--- config.mk ---
export PLATFORM = sky130hd
export DESIGN_NAME = uart_rx_fifo
export DESIGN_NICKNAME = d
export VERILOG_FILES = /design/src/rtl/uart_rx_fifo.sv
export SDC_FILE = /design/constraint.sdc
export NUM_CORES = 1
export LEC_CHECK = 0
export CORE_ASPECT_RATIO = 1.5
export CORE_MARGIN = 2
export CORE_UTILIZATION = 45
export CTS_BUF_LIST = sky130_fd_sc_hd__clkbuf_4 sky130_fd_sc_hd__clkbuf_8
export CTS_CLUSTER_DIAMETER = 80
export CTS_CLUSTER_SIZE = 40
export DETAILED_ROUTE_END_ITERATION = 8
export GPL_ROUTABILITY_DRIVEN = 0
export PLACE_DENSITY = 0.64
export SLEW_MARGIN = 20
export SYNTH_ARGS = -nofsm -noshare
export SYNTH_HDL_FRONTEND = slang
export SYNTH_SLANG_ARGS = --single-unit
--- constraint.sdc ---
create_clock -name clk -period 3.7 [get_ports clk]
set_clock_uncertainty 0.1 [all_clocks]
set_input_delay 1.11 -clock clk [delete_from_list [all_inputs] [get_ports clk]]
set_output_delay 1.11 -clock clk [all_outputs]
set_load 0.02 [all_outputs]
--- src/rtl/uart_rx_fifo.sv ---
// Receive FIFO between the UART byte strobe and the CPU register block: first-word-fall-through,
// with ready/full/overrun status. Optional hysteretic rts_n flow control under UART_RX_FIFO_RTS_EN.
module uart_rx_fifo #(
  parameter int unsigned DEPTH_LOG2 = 4,
  parameter int unsigned RTS_THRESH = 12
) (
  input  logic                  clk,
  input  logic                  reset_n,
  input  logic                  clken,
  input  logic                  wr_strb,
  input  logic [7:0]            wr_data,
  input  logic                  rd_strb,
  input  logic                  ovr_clr,
  output logic [7:0]            rd_data,
  output logic                  rdy,
  output logic                  ful,
  output logic                  ovr,
  output logic [DEPTH_LOG2:0]   count,
  output logic                  rts_n
);

  localparam int unsigned DEPTH = 1 << DEPTH_LOG2;
  localparam int unsigned AW    = DEPTH_LOG2;
  localparam int unsigned CW    = DEPTH_LOG2 + 1;
  localparam logic [CW-1:0] FULL_CNT = CW'(DEPTH);

  logic [7:0]    r_mem [DEPTH];
  logic [AW-1:0] r_wr_ptr;
  logic [AW-1:0] r_rd_ptr;
  logic [CW-1:0] r_count;
  logic [7:0]    r_rd_data;
  logic          r_rdy;
  logic          r_ful;
  logic          r_ovr;

  logic          w_empty;
  logic          w_full;
  logic          w_pop;
  logic          w_push;
  logic          w_drop;
  logic [AW-1:0] w_wr_ptr_nxt;
  logic [AW-1:0] w_rd_ptr_nxt;
  logic [CW-1:0] w_count_nxt;
  logic [7:0]    w_rd_data_nxt;
  logic          w_ovr_nxt;

  if (RTS_THRESH > DEPTH) begin : g_rts_thresh_check
    $error("RTS_THRESH exceeds FIFO depth");
  end

  // Push/pop qualification and next-state for pointers, occupancy, head byte and overrun.
  always_comb begin
    w_empty      = (r_count == '0);
    w_full       = (r_count == FULL_CNT);
    w_pop        = rd_strb & clken & ~w_empty;
    w_push       = wr_strb & (~w_full | w_pop);
    w_drop       = wr_strb & w_full & ~w_pop;
    w_wr_ptr_nxt = r_wr_ptr + AW'(w_push);
    w_rd_ptr_nxt = r_rd_ptr + AW'(w_pop);
    w_count_nxt  = r_count + CW'(w_push) - CW'(w_pop);
    w_rd_data_nxt = r_rd_data;
    // New head is the byte being written this cycle when the FIFO is (or just became) empty.
    if (w_push && (w_rd_ptr_nxt == r_wr_ptr)) begin
      w_rd_data_nxt = wr_data;
    end else if (w_count_nxt != '0) begin
      w_rd_data_nxt = r_mem[w_rd_ptr_nxt];
    end
    w_ovr_nxt = r_ovr;
    if (w_drop) begin
      w_ovr_nxt = 1'b1;
    end else if (ovr_clr && clken) begin
      w_ovr_nxt = 1'b0;
    end
  end

  // Storage is not reset; its contents are don't-care until written.
  always_ff @(posedge clk) begin
    if (w_push) begin
      r_mem[r_wr_ptr] <= wr_data;
    end
  end

  always_ff @(posedge clk or negedge reset_n) begin
    if (!reset_n) begin
      r_wr_ptr  <= '0;
      r_rd_ptr  <= '0;
      r_count   <= '0;
      r_rd_data <= 8'h00;
      r_rdy     <= 1'b0;
      r_ful     <= 1'b0;
      r_ovr     <= 1'b0;
    end else begin
      r_wr_ptr  <= w_wr_ptr_nxt;
      r_rd_ptr  <= w_rd_ptr_nxt;
      r_count   <= w_count_nxt;
      r_rd_data <= w_rd_data_nxt;
      r_rdy     <= (w_count_nxt != '0);
      r_ful     <= (w_count_nxt == FULL_CNT);
      r_ovr     <= w_ovr_nxt;
    end
  end

`ifdef UART_RX_FIFO_RTS_EN
  localparam logic [CW-1:0] RTS_HI = CW'(RTS_THRESH);
  localparam logic [CW-1:0] RTS_LO = CW'(RTS_THRESH / 2);

  logic r_rts_n;

  // Hysteresis: deassert at the high-water mark, reassert only once drained to half of it.
  always_ff @(posedge clk or negedge reset_n) begin
    if (!reset_n) begin
      r_rts_n <= 1'b0;
    end else if (r_count >= RTS_HI) begin
      r_rts_n <= 1'b1;
    end else if (r_count <= RTS_LO) begin
      r_rts_n <= 1'b0;
    end
  end

  assign rts_n = r_rts_n;
`else
  assign rts_n = 1'b0;
`endif

  assign rd_data = r_rd_data;
  assign rdy     = r_rdy;
  assign ful     = r_ful;
  assign ovr     = r_ovr;
  assign count   = r_count;

endmodule

==> qor.txt <==
=========================================================================================
Layout Area Growth over Synthesis                                                   19.3%
Vias/cell                                                                            5.50
Longest Clk Path Bufs                                                                   2
Sum of buffers and inverters on the critical path                                       4
Number of H-tree levels                                                                 4
Sequential cell area in the final layout                                        4440 um^2
LEAKAGE                                                                        0.00266 uW
Crit path top cell by count                                                         inv_1
Starting density of the core                                                        0.462
Cell chosen for the clock root                                                   clkbuf_8
Routed via count                                                                     3171
Distinct cell type count after synthesis                                               43
Number of detailed-route iterations in the first pass                                   4
Nets                                                                                  426
Final design area excluding fillers                                             7500 um^2
Leftover overflow at the end of global routing                                          0
Remaining design rule violation count                                                   0
Max-cap violations                                                                      0
Number of flops mapped to enable cells by yosys                                       128
Maximum operating frequency                                                       286 MHz
Width of the die                                                                   101 um
Critical path endpoint category                                                 flip-flop
Initial antenna violation count                                                         0
Antenna-violating nets left                                                             0
Number of register bits inferred by synthesis                                         152
Crit Path Max Fanout                                                                   10
Num rows                                                                               52
Run status                                                                      completed
Slew at the pin closest to its max-slew limit                                    0.709 ns
CP Capture Point                                                               rd_data[1]
Origin of the worst setup path                                                   count[3]
Wire length of the first global-routing pass                                      18.8 mm
Antenna diode count                                                                     0
Top cell types by occurrence after synthesis                                 edfxtp_1 (128), mux4_2 (32), dfrtp_1 (24)
Cell family with most CP delay                                               simple AND/OR/NAND/NOR gates
Worst slew slack as a fraction of its limit                                         0.526
Area taken by multi-input logic gates                                           1730 um^2
Share of the synthesized area in the top cell type                                  0.611
Peak supply drop                                                                 0.344 mV
R2R depth                                                                              14
Detailed placement HPWL                                                           8.13 mm
CTS tree                                                                            built
Critical path launch point type                                                 flip-flop
Syn_nets                                                                              356
Sink Count                                                                            152
Met3 GRT Util                                                                      0.0417
Post-synthesis instance area                                                    6290 um^2
Standard cell area after detailed placement                                     7070 um^2
Data required time of the worst path                                              3.94 ns
Synth warnings                                                                          0
Post-cts hold buffer count                                                              0
Total stage count of the critical path                                                 14
Clock transition at the registers of the reported paths                           0.08 ns
Met1 layer usage reported by global route                                           0.214
Proportion of register bits with asynchronous set or reset after synthesis          0.158
Largest net degree at the start of global routing                                      25
Critical Path, Cell by Cell                                                  inv_1 -> ha_1 -> or3b_2 -> o211a_1 -> o21ai_0 -> ha_1 -> inv_1 -> fa_2 -> inv_1 -> nor4b_2 -> mux2_4 -> buf_4 -> nand4_1 -> o211ai_1
Launch point of the worst reg-to-reg path                                        count[3]
Final cycle utilization of the critical path                                        0.945
Global-route total usage across every layer                                         0.174
Count of buffers from port buffering                                                   29
Setup CP Type                                                                flip-flop to flip-flop
RSZ-0062 raised after global routing                                                   no
Dominant cell type by area after synthesis                                       edfxtp_1
Final-report setup violation count                                                      0
Hold/Removal Path Class                                                      flip-flop to flip-flop
Mean cell area of the mapped netlist                                            18.9 um^2
Crit-path slowest cell                                                               fa_2
Met2 demand-to-capacity share in global routing                                     0.292
Detailed Route WL                                                                 11.9 mm
GRT busiest layer                                                                    met2
Die Ht                                                                             149 um
PD cells                                                                      870 nW/um^2
Fraction of final layout cells sized beyond drive strength 1                        0.299
Post-layout min period                                                            3.50 ns
Floorplan Core Area                                                            13600 um^2
Die outline area                                                               15000 um^2
Part of the Yosys area used for sequential elements                                 0.707
Most used DFF post-synth                                                         edfxtp_1
Area contributors post-synth                                                 edfxtp_1 (61%), mux4_2 (11%), dfrtp_1 (9.6%)
Per-cell routed wire length                                                       20.6 um
Data arrival time of the critical path                                            3.73 ns
Library cell with the highest instance count after synthesis                     edfxtp_1
Largest stage delay on the critical path                                          0.51 ns
Number of buffers added by the clock tree synthesis step                               17
Number of ports placed on the die boundary                                             31
DRT iter0 DRCs                                                                        160
Final Hold Vio Count                                                                    0
Vias in the first global route                                                       3435
Cells after synthesis                                                                 332
Total Power                                                                       6530 uW
Number of pins exceeding their max-slew limit in the final report                       0
Reg-to-reg slack, setup                                                           0.20 ns
Worst R2R End                                                                  rd_data[1]
Clock latency of the later-clocked register in the worst-skew pair                0.43 ns
Layout fillers                                                                       1034
=========================================================================================
==> layout make-up <==
class / count / area share
multi-input cells: 153 / 0.231
clock buffers: 19 / 0.0332
repair buffers: 68 / 0.0894
inverters: 10 / 0.00500
clock inverters: 13 / 0.0222
well taps: 162 / 0.0270
flip-flops and latches: 152 / 0.592
==> layer usage <==
| layer | up-vias | part of all wire |
|---|---|---|
| li1 | 1448 | - |
| met5 | - | 0 |
| met3 | 20 | 0.025 |
| met4 | 0 | 0.029 |
| met1 | 1637 | 0.42 |
| met2 | 66 | 0.52 |
==> tightest hold or removal path, delay by kind of cell, from the launching register on <==
| kind | cells | cell delay, ns |
|---|---|---|
| flip-flops | 1 | 0.34 |
| AND/OR/NAND/NOR | 1 | 0.05 |
| AO/OA/AOI/OAI | 1 | 0.05 |
==> repair_timing <==
action	in CTS	in global routing
setup buffers	0	0
resized for setup	0	4
endpoints found under the setup margin	0	7
==> logic make-up (layout without fill, tap and decap cells) <==
logic type                 after synthesis  count (layout)  synth area share
DFF                                    152             152             0.707
other                                    1               1          0.000596
xor gates and xnor gates                12              12            0.0249
and+or+nand+nor                         55              55            0.0454
buffers and inverters                   27             110            0.0215
muxes                                   57              57             0.156
AOI/OAI and AO/OA                       18              18            0.0237
adders and majority gates               10              10            0.0211
==> registers in the layout, summed over array words and instances, names as in the netlist <==
signal	flops
count	5
ful	1
ovr	1
r_mem	128
r_rd_ptr	4
r_wr_ptr	4
rd_data	8
rdy	1
==> cells in the final DEF (no fill, tap or decap), drive strengths merged, types with 3 or more instances in the layout <==
cell type and count:
edfxtp 128, buf 39, mux4 32, clkdlybuf4s50 29, dfrtp 24, clkbuf 19, mux2i 16, inv 16
nand2 15, nor2 12, mux2 9, ha 9, nand4 8, o211ai 8, xor2 7, nor4 4
xnor2 4, nor3 4, nand2b 3, bufinv 3, nand3 3
==> report_power, final <==
group | leakage [uW] | switching, uW | internal, uW
logic | 0.00101 | 1360 | 1530
clock network | 0.000207 | 623 | 692
registers | 0.00144 | 181 | 2150
==> per-stage QoR <==
stage / hold WS [ns] / worst slack (ns) / instances / TNS, ns / util
after floorplan: 0.372 / 0.277 / 332 / 0 / -
after global placement: 0.371 / -0.117 / 545 / -0.954 / 0.520
after detailed placement: 0.372 / -0.232 / 545 / -1.80 / 0.520
after CTS: 0.388 / 0.172 / 577 / 0 / 0.550
after global routing: 0.440 / 0.0276 / 577 / 0 / 0.552
final: 0.382 / 0.205 / 577 / 0 / 0.552
==> how the worst min path moves through the flow <==
| stage | startpoint | end | slack [ns] | cells after the start |
|---|---|---|---|---|
| finish | ovr | ovr | 0.38 | 2 |
| global route | ovr | ovr | 0.44 | 2 |
| CTS | ovr | ovr | 0.39 | 2 |
| detailed placement | ovr | ovr | 0.37 | 2 |
| global placement | ovr | ovr | 0.37 | 2 |
| floorplan | r_rd_ptr[0] | r_rd_ptr[0] | 0.37 | 1 |
Note: power is estimated with default switching activity, not from simulation.
